--- src/rtl/multi_sel_pkg.sv ---
// Shared definitions for the multi-phase sample multiplier: state encoding,
// phase-index width and coefficient extraction from the packed COEFS vector.
package multi_sel_pkg;

  typedef enum logic {
    StIdle = 1'b0,
    StRun  = 1'b1
  } state_e;

  // Phase-index width, never narrower than one bit.
  function automatic int unsigned calc_pw(int unsigned n);
    return (n < 2) ? 1 : $clog2(n);
  endfunction

  // Coefficient i of a packed vector (phase 0 in the LSBs), zero-extended to 64 bits.
  function automatic logic [63:0] coef_at(logic [63:0] coefs, int unsigned cw, int unsigned i);
    logic [63:0] mask;
    mask = (64'd1 << cw) - 64'd1;
    return (coefs >> (i * cw)) & mask;
  endfunction

endpackage

--- src/rtl/coef_mul.sv ---
// Combinational WIDTH x CW unsigned multiplier with a coefficient-select mux.
module coef_mul
  import multi_sel_pkg::*;
#(
  parameter int unsigned WIDTH      = 8,
  parameter int unsigned CW         = 4,
  parameter int unsigned NUM_PHASES = 4,
  parameter logic [NUM_PHASES*CW-1:0] COEFS = 16'h8731,
  localparam int unsigned PW = calc_pw(NUM_PHASES)
) (
  input  logic [WIDTH-1:0]    d_i,
  input  logic [PW-1:0]       sel_i,
  output logic [WIDTH+CW-1:0] prod_o
);

  logic [CW-1:0] coef;

  // Out-of-range selects yield a zero coefficient.
  always_comb begin
    coef = '0;
    for (int unsigned i = 0; i < NUM_PHASES; i++) begin
      if (sel_i == PW'(i)) begin
        coef = CW'(coef_at(64'(COEFS), CW, i));
      end
    end
  end

  assign prod_o = (WIDTH + CW)'(d_i) * (WIDTH + CW)'(coef);

endmodule

--- src/rtl/multi_sel_seq.sv ---
// Captures one sample via valid/grant, then emits NUM_PHASES products with
// programmable coefficients under output backpressure, with synchronous flush.
module multi_sel_seq
  import multi_sel_pkg::*;
#(
  parameter int unsigned WIDTH      = 8,
  parameter int unsigned CW         = 4,
  parameter int unsigned NUM_PHASES = 4,
  parameter logic [NUM_PHASES*CW-1:0] COEFS = 16'h8731,
  localparam int unsigned PW = calc_pw(NUM_PHASES)
) (
  input  logic                clk,
  input  logic                rst,
  input  logic                in_valid,
  input  logic [WIDTH-1:0]    d,
  output logic                input_grant,
  input  logic                out_ready,
  input  logic                flush,
  output logic                out_valid,
  output logic [WIDTH+CW-1:0] out,
  output logic [PW-1:0]       out_phase
);

  localparam logic [PW-1:0] LastPhase = PW'(NUM_PHASES - 1);

  state_e              state_q, state_d;
  logic [WIDTH-1:0]    d_reg_q, d_reg_d;
  logic [WIDTH+CW-1:0] out_q, out_d;
  logic [PW-1:0]       phase_q, phase_d;
  logic                valid_q, valid_d;
  logic                grant_q, grant_d;

  logic [WIDTH-1:0]    mul_op;
  logic [PW-1:0]       mul_sel;
  logic [WIDTH+CW-1:0] mul_prod;
  logic                last_phase;

  assign last_phase = (phase_q == LastPhase);

  // One shared multiplier: the incoming sample in IDLE, the held sample in RUN.
  assign mul_op  = (state_q == StIdle) ? d : d_reg_q;
  assign mul_sel = (state_q == StIdle) ? '0 : phase_q + PW'(1);

  coef_mul #(
    .WIDTH     (WIDTH),
    .CW        (CW),
    .NUM_PHASES(NUM_PHASES),
    .COEFS     (COEFS)
  ) u_coef_mul (
    .d_i   (mul_op),
    .sel_i (mul_sel),
    .prod_o(mul_prod)
  );

  always_ff @(posedge clk) begin
    if (!rst) begin
      state_q <= StIdle;
      d_reg_q <= '0;
      out_q   <= '0;
      phase_q <= '0;
      valid_q <= 1'b0;
      grant_q <= 1'b1;
    end else begin
      state_q <= state_d;
      d_reg_q <= d_reg_d;
      out_q   <= out_d;
      phase_q <= phase_d;
      valid_q <= valid_d;
      grant_q <= grant_d;
    end
  end

  always_comb begin
    state_d = state_q;
    unique case (state_q)
      StIdle: if (!flush && in_valid) state_d = StRun;
      StRun:  if (flush || (out_ready && last_phase)) state_d = StIdle;
      default: state_d = StIdle;
    endcase
  end

  always_comb begin
    d_reg_d = d_reg_q;
    out_d   = out_q;
    phase_d = phase_q;
    valid_d = valid_q;
    grant_d = grant_q;
    unique case (state_q)
      StIdle: begin
        if (!flush && in_valid) begin
          d_reg_d = d;
          out_d   = mul_prod;
          phase_d = '0;
          valid_d = 1'b1;
          grant_d = 1'b0;
        end
      end
      StRun: begin
        if (flush) begin
          // out and d_reg are deliberately left untouched.
          phase_d = '0;
          valid_d = 1'b0;
          grant_d = 1'b1;
        end else if (out_ready) begin
          if (last_phase) begin
            valid_d = 1'b0;
            grant_d = 1'b1;
          end else begin
            phase_d = phase_q + PW'(1);
            out_d   = mul_prod;
          end
        end
      end
      default: ;
    endcase
  end

  assign input_grant = grant_q;
  assign out_valid   = valid_q;
  assign out         = out_q;
  assign out_phase   = phase_q;

endmodule

--- config.mk ---
export PLATFORM = sky130hd
export DESIGN_NAME = multi_sel_seq
export DESIGN_NICKNAME = d
export VERILOG_FILES = /design/src/rtl/multi_sel_pkg.sv /design/src/rtl/coef_mul.sv /design/src/rtl/multi_sel_seq.sv
export SDC_FILE = /design/constraint.sdc
export NUM_CORES = 1
export LEC_CHECK = 0
export BUFFER_PORTS_ARGS = -buffer_cell sky130_fd_sc_hd__buf_2
export CAP_MARGIN = 0
export CORE_MARGIN = 3
export CORE_UTILIZATION = 45
export DETAILED_ROUTE_END_ITERATION = 16
export PLACE_DENSITY_LB_ADDON = 0.1
export SETUP_SLACK_MARGIN = 0.2
export SYNTH_ARGS = -nofsm -noshare
export SYNTH_HDL_FRONTEND = slang
export SYNTH_SLANG_ARGS = --single-unit
export TNS_END_PERCENT = 50
--- constraint.sdc ---
create_clock -name clk -period 5.9 [get_ports clk]
set_clock_uncertainty 0.05 [all_clocks]
set_input_delay 1.475 -clock clk [delete_from_list [all_inputs] [get_ports clk]]
set_output_delay 1.475 -clock clk [all_outputs]
set_load 0.05 [all_outputs]
[Yosys cells after proc, flatten, opt, wreduce, memory -nomap -nowiden]
Index checks and enable logic that the tools add are counted.
Operators by class
  add/subtract/negate cells: 1
  multipliers: 1
  equal/unequal tests: 11
  multiplexer cells: 29
  bitwise gates (word level): 1
  reductions and logical operators: 9
Operators by type and width (number)
  12-bit two-way mux: 4
  12-bit case mux with 2 select lines: 1
  8-bit by 4-bit multiplier with 12-bit output: 1
  2-bit two-way mux: 6
  1-bit two-way mux: 11
  8-bit two-way mux: 1
  2-bit == test (second input constant): 3
  2-bit inequality test (second input constant): 3
  3-bit inequality test (second input constant): 2
  1-bit case mux with 2 select lines: 3
  3-bit AND reduction: 2
  4-bit two-way mux: 1
  2-bit case mux with 2 select lines: 1
  4-bit AND reduction: 1
  3-bit two-way mux: 1
  3-bit by 2-bit inequality test with 1-bit output (second input constant): 1
  2-bit by 1-bit adder with 2-bit output (second input constant): 1
  2-bit by 1-bit == test with 1-bit output (second input constant): 1
  1-bit logical AND: 2
  2-bit zero test: 1
  2-bit by 1-bit inequality test with 1-bit output (second input constant): 1
  2-bit AND reduction: 1
  1-bit zero test: 1
  1-bit logical OR: 1
  1-bit NOT: 1
Word-level totals
  bits in registers: 25
  bits of input ports: 13
  output and inout port bits: 16
  word-level logic and storage cells: 58

[Depth between registers and ports, before layout]
  depth in word-level cells: 12
  gate-level depth with buffers: 16
  gate-level depth less buffers: 14

[Cells and area by module]
From an unflattened synthesis, not the netlist that was laid out.
Unflattened totals
  cell total of the unflattened synthesis: 244
  area, all modules: 2170.8 um2
By module, submodules not included
  multi_sel_seq: instances 1, cells each 126, area each 1153.6 um2, seq. area each 500.5 um2
  coef_mul: instances 1, cells each 118, area each 1017.2 um2, seq. area each 0.0 um2

[Least setup slack after synthesis]
No wires, ideal clock.
  path kind: register to register
  start: reg phase_q[0] (netlist: out_phase[0])
  end: reg out_q[8] (netlist: out[8])
  library setup time: 63 ps
  data arrival time: 4463 ps
  data required time: 5787 ps
  slack: 1324 ps
  stages on the path, launching flop included: 16
  buffers on the path: 1
  clock period less this slack: 4576 ps
  cells stage by stage: dfxtp_1 -> ha_1 -> and2_1 -> ha_1 -> buf_1 -> or2_2 -> fa_1 -> inv_1 -> fa_1 -> inv_1 -> fa_1 -> nand2b_2 -> a21oi_4 -> a31oi_1 -> or4b_1 -> nand3_1
On the way
  longest elaborated chain between the ends: 12
  elaborated cells between the ends (all ways): 19
  classes of those cells: 1 x add/sub; 1 x mul; 5 x eq/ne; 10 x mux; 2 x reduce/logical
RTL lines
  start, declared: line multi_sel_seq.sv:29  | logic [PW-1:0] phase_q, phase_d;
  start signal, assigned: line multi_sel_seq.sv:67  | phase_q <= phase_d;
  2-bit by 1-bit adder with 2-bit output: line multi_sel_seq.sv:42  | assign mul_sel = (state_q == StIdle) ? '0 : phase_q + PW'(1);
  2-bit two-way mux: line multi_sel_seq.sv:42
  2-bit zero test: line coef_mul.sv:22  | if (sel_i == PW'(i)) begin
  1-bit two-way mux: line coef_mul.sv:22
  2-bit two-way mux: line coef_mul.sv:22
  3-bit two-way mux: line coef_mul.sv:22
  4-bit two-way mux: line coef_mul.sv:22
  8-bit by 4-bit multiplier with 12-bit output: line coef_mul.sv:28  | assign prod_o = (WIDTH + CW)'(d_i) * (WIDTH + CW)'(coef);
  12-bit two-way mux: line multi_sel_seq.sv:105  | if (last_phase) begin
  12-bit two-way mux: line multi_sel_seq.sv:104  | end else if (out_ready) begin
  12-bit two-way mux: line multi_sel_seq.sv:99  | if (flush) begin
  12-bit case mux with 2 select lines: line multi_sel_seq.sv:88  | unique case (state_q)
  end signal, assigned: line multi_sel_seq.sv:66  | out_q <= out_d;
  end, declared: line multi_sel_seq.sv:28  | logic [WIDTH+CW-1:0] out_q, out_d;
Several ways; a longest one is shown, not always the timed one. The select of a mux whose other input is x is not followed.
A chain may end at the register's enable or synchronous reset.

[Worst setup path after layout]
  start: reg state_q
  end: reg out_q[8] (netlist: out[8])
On the way
  longest elaborated chain between the ends: 11
  elaborated cells between the ends (all ways): 22
  classes of those cells: 1 x mul; 7 x eq/ne; 11 x mux; 1 x bitwise; 2 x reduce/logical
RTL lines
  start, declared: line multi_sel_seq.sv:26  | state_e state_q, state_d;
  start signal, assigned: line multi_sel_seq.sv:57  | state_q <= StIdle;
  start signal, assigned: line multi_sel_seq.sv:64  | state_q <= state_d;
  2-bit two-way mux: line multi_sel_seq.sv:42
  2-bit zero test: line coef_mul.sv:22
  1-bit two-way mux: line coef_mul.sv:22
  2-bit two-way mux: line coef_mul.sv:22
  3-bit two-way mux: line coef_mul.sv:22
  4-bit two-way mux: line coef_mul.sv:22
  8-bit by 4-bit multiplier with 12-bit output: line coef_mul.sv:28
  12-bit two-way mux: line multi_sel_seq.sv:105
  12-bit two-way mux: line multi_sel_seq.sv:104
  12-bit two-way mux: line multi_sel_seq.sv:99
  12-bit case mux with 2 select lines: line multi_sel_seq.sv:88
Several ways; a longest one is shown, not always the timed one. The select of a mux whose other input is x is not followed.

==> impl_metrics.json <==
{
  "cp-start-kind": "flop",
  "syn_area_sq_um": 2170,
  "worstSetupPathType": "flop to flop",
  "synth_top_family_by_area": "simple AND/OR/NAND/NOR gates",
  "syn_to_final_growth_pct": 7.94,
  "hpwlAfterDp_um": 3350,
  "finalSetupViolations": 0,
  "synthAdderAreaFrac": 0.226,
  "endpoint_kind": "flop",
  "route.detailed.drc": 0,
  "pin_count": 29,
  "ant_nets": 0,
  "cts_resized": 0,
  "synth_top_area_share": 0.230,
  "vias_per_cell": 5.45,
  "drive_gt1_frac": 0.173,
  "antennaDiodeCount": 0,
  "outcome": "completed",
  "rows": 24,
  "die_h_um": 75.5,
  "min_period_over_period": 0.777,
  "track_usage": 0.172,
  "arrival_ps": 4750,
  "wl_per_cell_um": 13.3,
  "yosysWarnings": 0,
  "grt_max_degree": 35,
  "yosys-top-cells-count": "29 x nand2_1, 25 x dfxtp_1, 20 x ha_1, 20 x inv_1, 18 x nor2b_1",
  "clk_latency_ps": 280,
  "root_buffer": "clkbuf_8",
  "yosysSeqAreaShare": 0.230,
  "initial_core_util": 0.483,
  "synthMuxAreaShare": 0.0414,
  "worst-path-buf-inv": 2,
  "syn_inst": 250,
  "firstDrtPassIters": 5,
  "yosysUniqueCellTypes": 47,
  "htreeDepth": 1,
  "syn_avg_cell_area_sq_um": 8.70,
  "synth_xor_area_frac": 0.00403,
  "crit_chain": "and2_1, ha_1, or2_2, fa_1, inv_1, fa_1, inv_1, fa_1, nand2b_2, a21oi_4, a31oi_1, or4b_1, nand3_1",
  "cp_slowest_cell": "dfxtp_1",
  "numCtsBuffers": 3,
  "fp.dieW_um": 75.5,
  "antenna_found_initial": 0,
  "synth_edf_count": 0,
  "worst_pin_slew_ps": 767,
  "cp_max_fo": 16,
  "irDropWorstVdd_v": 0.0000885,
  "rsz0062_at_grt": "no",
  "fillCellCount": 447,
  "yosys.cell_count.top_type": "nand2_1",
  "synth_compound_area_frac": 0.159,
  "async_reset_ff_frac": 0,
  "synth_fp_nets": 295,
  "grt_pass1_vias": 1718,
  "grt.overflow.total": 0,
  "period_minus_slack_ps": 4580,
  "powerDensity_nw_per_um2": 167,
  "synth_flop_cell": "dfxtp_1",
  "clockBufferDepth": 2,
  "hold_violations": 0,
  "grt_first_pass_wirelength_um": 7650,
  "cts_tree": "yes",
  "ys_ff_latch": 25,
  "coreArea_sq_um": 4500,
  "hold_class": "flop to flop",
  "drt_iter0_drc": 92,
  "cpMostUsedCell": "fa_1",
  "ctsHoldBuffers": 0,
  "cts_setup_buffers": 0,
  "numPortBuffers": 28,
  "slew_headroom": 0.488,
  "synth_area_leaders": "dfxtp_1 23%, ha_1 12%, fa_1 11%, nor2b_1 5.2%, nand2_1 5.0%",
  "fin_setup_tns_ps": 0,
  "wirelength_um": 4300,
  "fin_util": 0.521,
  "cap_violations": 0,
  "critPathRequiredTime_ps": 6070,
  "clock.fmax_mhz": 218,
  "fin_nets": 318,
  "gp_congestion": 0.840,
  "cp_top_family": "adder cells",
  "max_stage_delay_ps": 830,
  "die_area_sq_um": 5700,
  "yosys.area_share.simple": 0.269,
  "cts.clk_slew.worst_paths_ps": 100,
  "yosysTopAreaCell": "dfxtp_1",
  "slew_viol_final": 0,
  "p_leak_nw": 1.11,
  "cts.sinks": 25,
  "vias": 1765
}
state kept, by name (all words and copies together), names as in the netlist:
signal	flops
d_reg_q	8
input_grant	1
out	12
out_phase	2
out_valid	1
state_q	1
area by class of cell:
type | instances | area [sq um] | share of cell area
inverter | 20 | 75.1 | 0.0320
clock buffer | 3 | 41.3 | 0.0176
multi-input combinational | 195 | 1520 | 0.648
clock inverter | 1 | 5.00 | 0.00213
tap | 52 | 65.1 | 0.0277
timing repair buffer | 28 | 140 | 0.0597
sequential | 25 | 500 | 0.213
power breakdown:
group	total, mW	switching (mW)	internal [mW]
clock	0.108	0.0601	0.0475
sequential	0.183	0.00612	0.177
combinational	0.100	0.0654	0.0349
total	0.391	0.132	0.260
metal layers:
| layer | part of all wire | GRT usage |
|---|---|---|
| met1 | 0.52 | 0.246 |
| met5 | 0 | 0 |
| met4 | 0.016 | 0.0583 |
| met2 | 0.44 | 0.268 |
| met3 | 0.026 | 0.0198 |
tightest hold or removal path: stages, from the launching register on:
cell,delay (ps)
dfxtp_1,320
nand2_1,50
a21boi_0,60
stage by stage:
| step | hold slack, ps | cell area (sq um) | worst slack [ps] | cells | power (mW) |
|---|---|---|---|---|---|
| finish | 415 | 2350 | 1320 | 324 | 0.391 |
| global route | 444 | 2350 | 1050 | 324 | 0.414 |
| detailed placement | 403 | 2300 | 1070 | 320 | 0.288 |
| global placement | 401 | 2300 | 1120 | 320 | 0.288 |
| CTS | 416 | 2350 | 1280 | 324 | 0.396 |
| floorplan | 393 | 2170 | 1320 | 250 | 0.266 |
worst paths after layout:
kind | start | to | slack [ps] | depth (start not counted)
min reg2reg | out[4] | out[4] | 410 | 2
max reg2reg | state_q | out[8] | 1320 | 13
min | out[4] | out[4] | 410 | 2
max | state_q | out[8] | 1320 | 13
cell families (layout without fill, tap and decap cells):
group | after synthesis | count (layout)
buffers and inverters | 30 | 52
AOI/OAI and AO/OA | 47 | 47
adders and majority gates | 32 | 32
and+or+nand+nor | 106 | 106
xor gates and xnor gates | 1 | 1
muxes | 9 | 9
DFF | 25 | 25
layout by cell type, fill, tap and decap left out, types with 2 or more instances in the layout:
cell type   n
o21a_1      2
nor2_1     16
nor3_1      4
a21boi_0   13
o211a_1     2
a211oi_1    3
o21ai_0     6
nand3_1     7
nand2_1    29
dfxtp_1    25
mux2i_1     9
clkbuf_8    3
nand4_1     3
buf_2      28
or4b_1      2
inv_1      20
fa_1       12
nand2b_1    7
a21o_1      3
or2_2       6
nor2b_1    18
a31oi_1     3
and2_1      2
a21oi_1     6
a21oi_4     2
o211ai_1    3
ha_1       20
No activity file was read; power rests on OpenSTA's default activity.
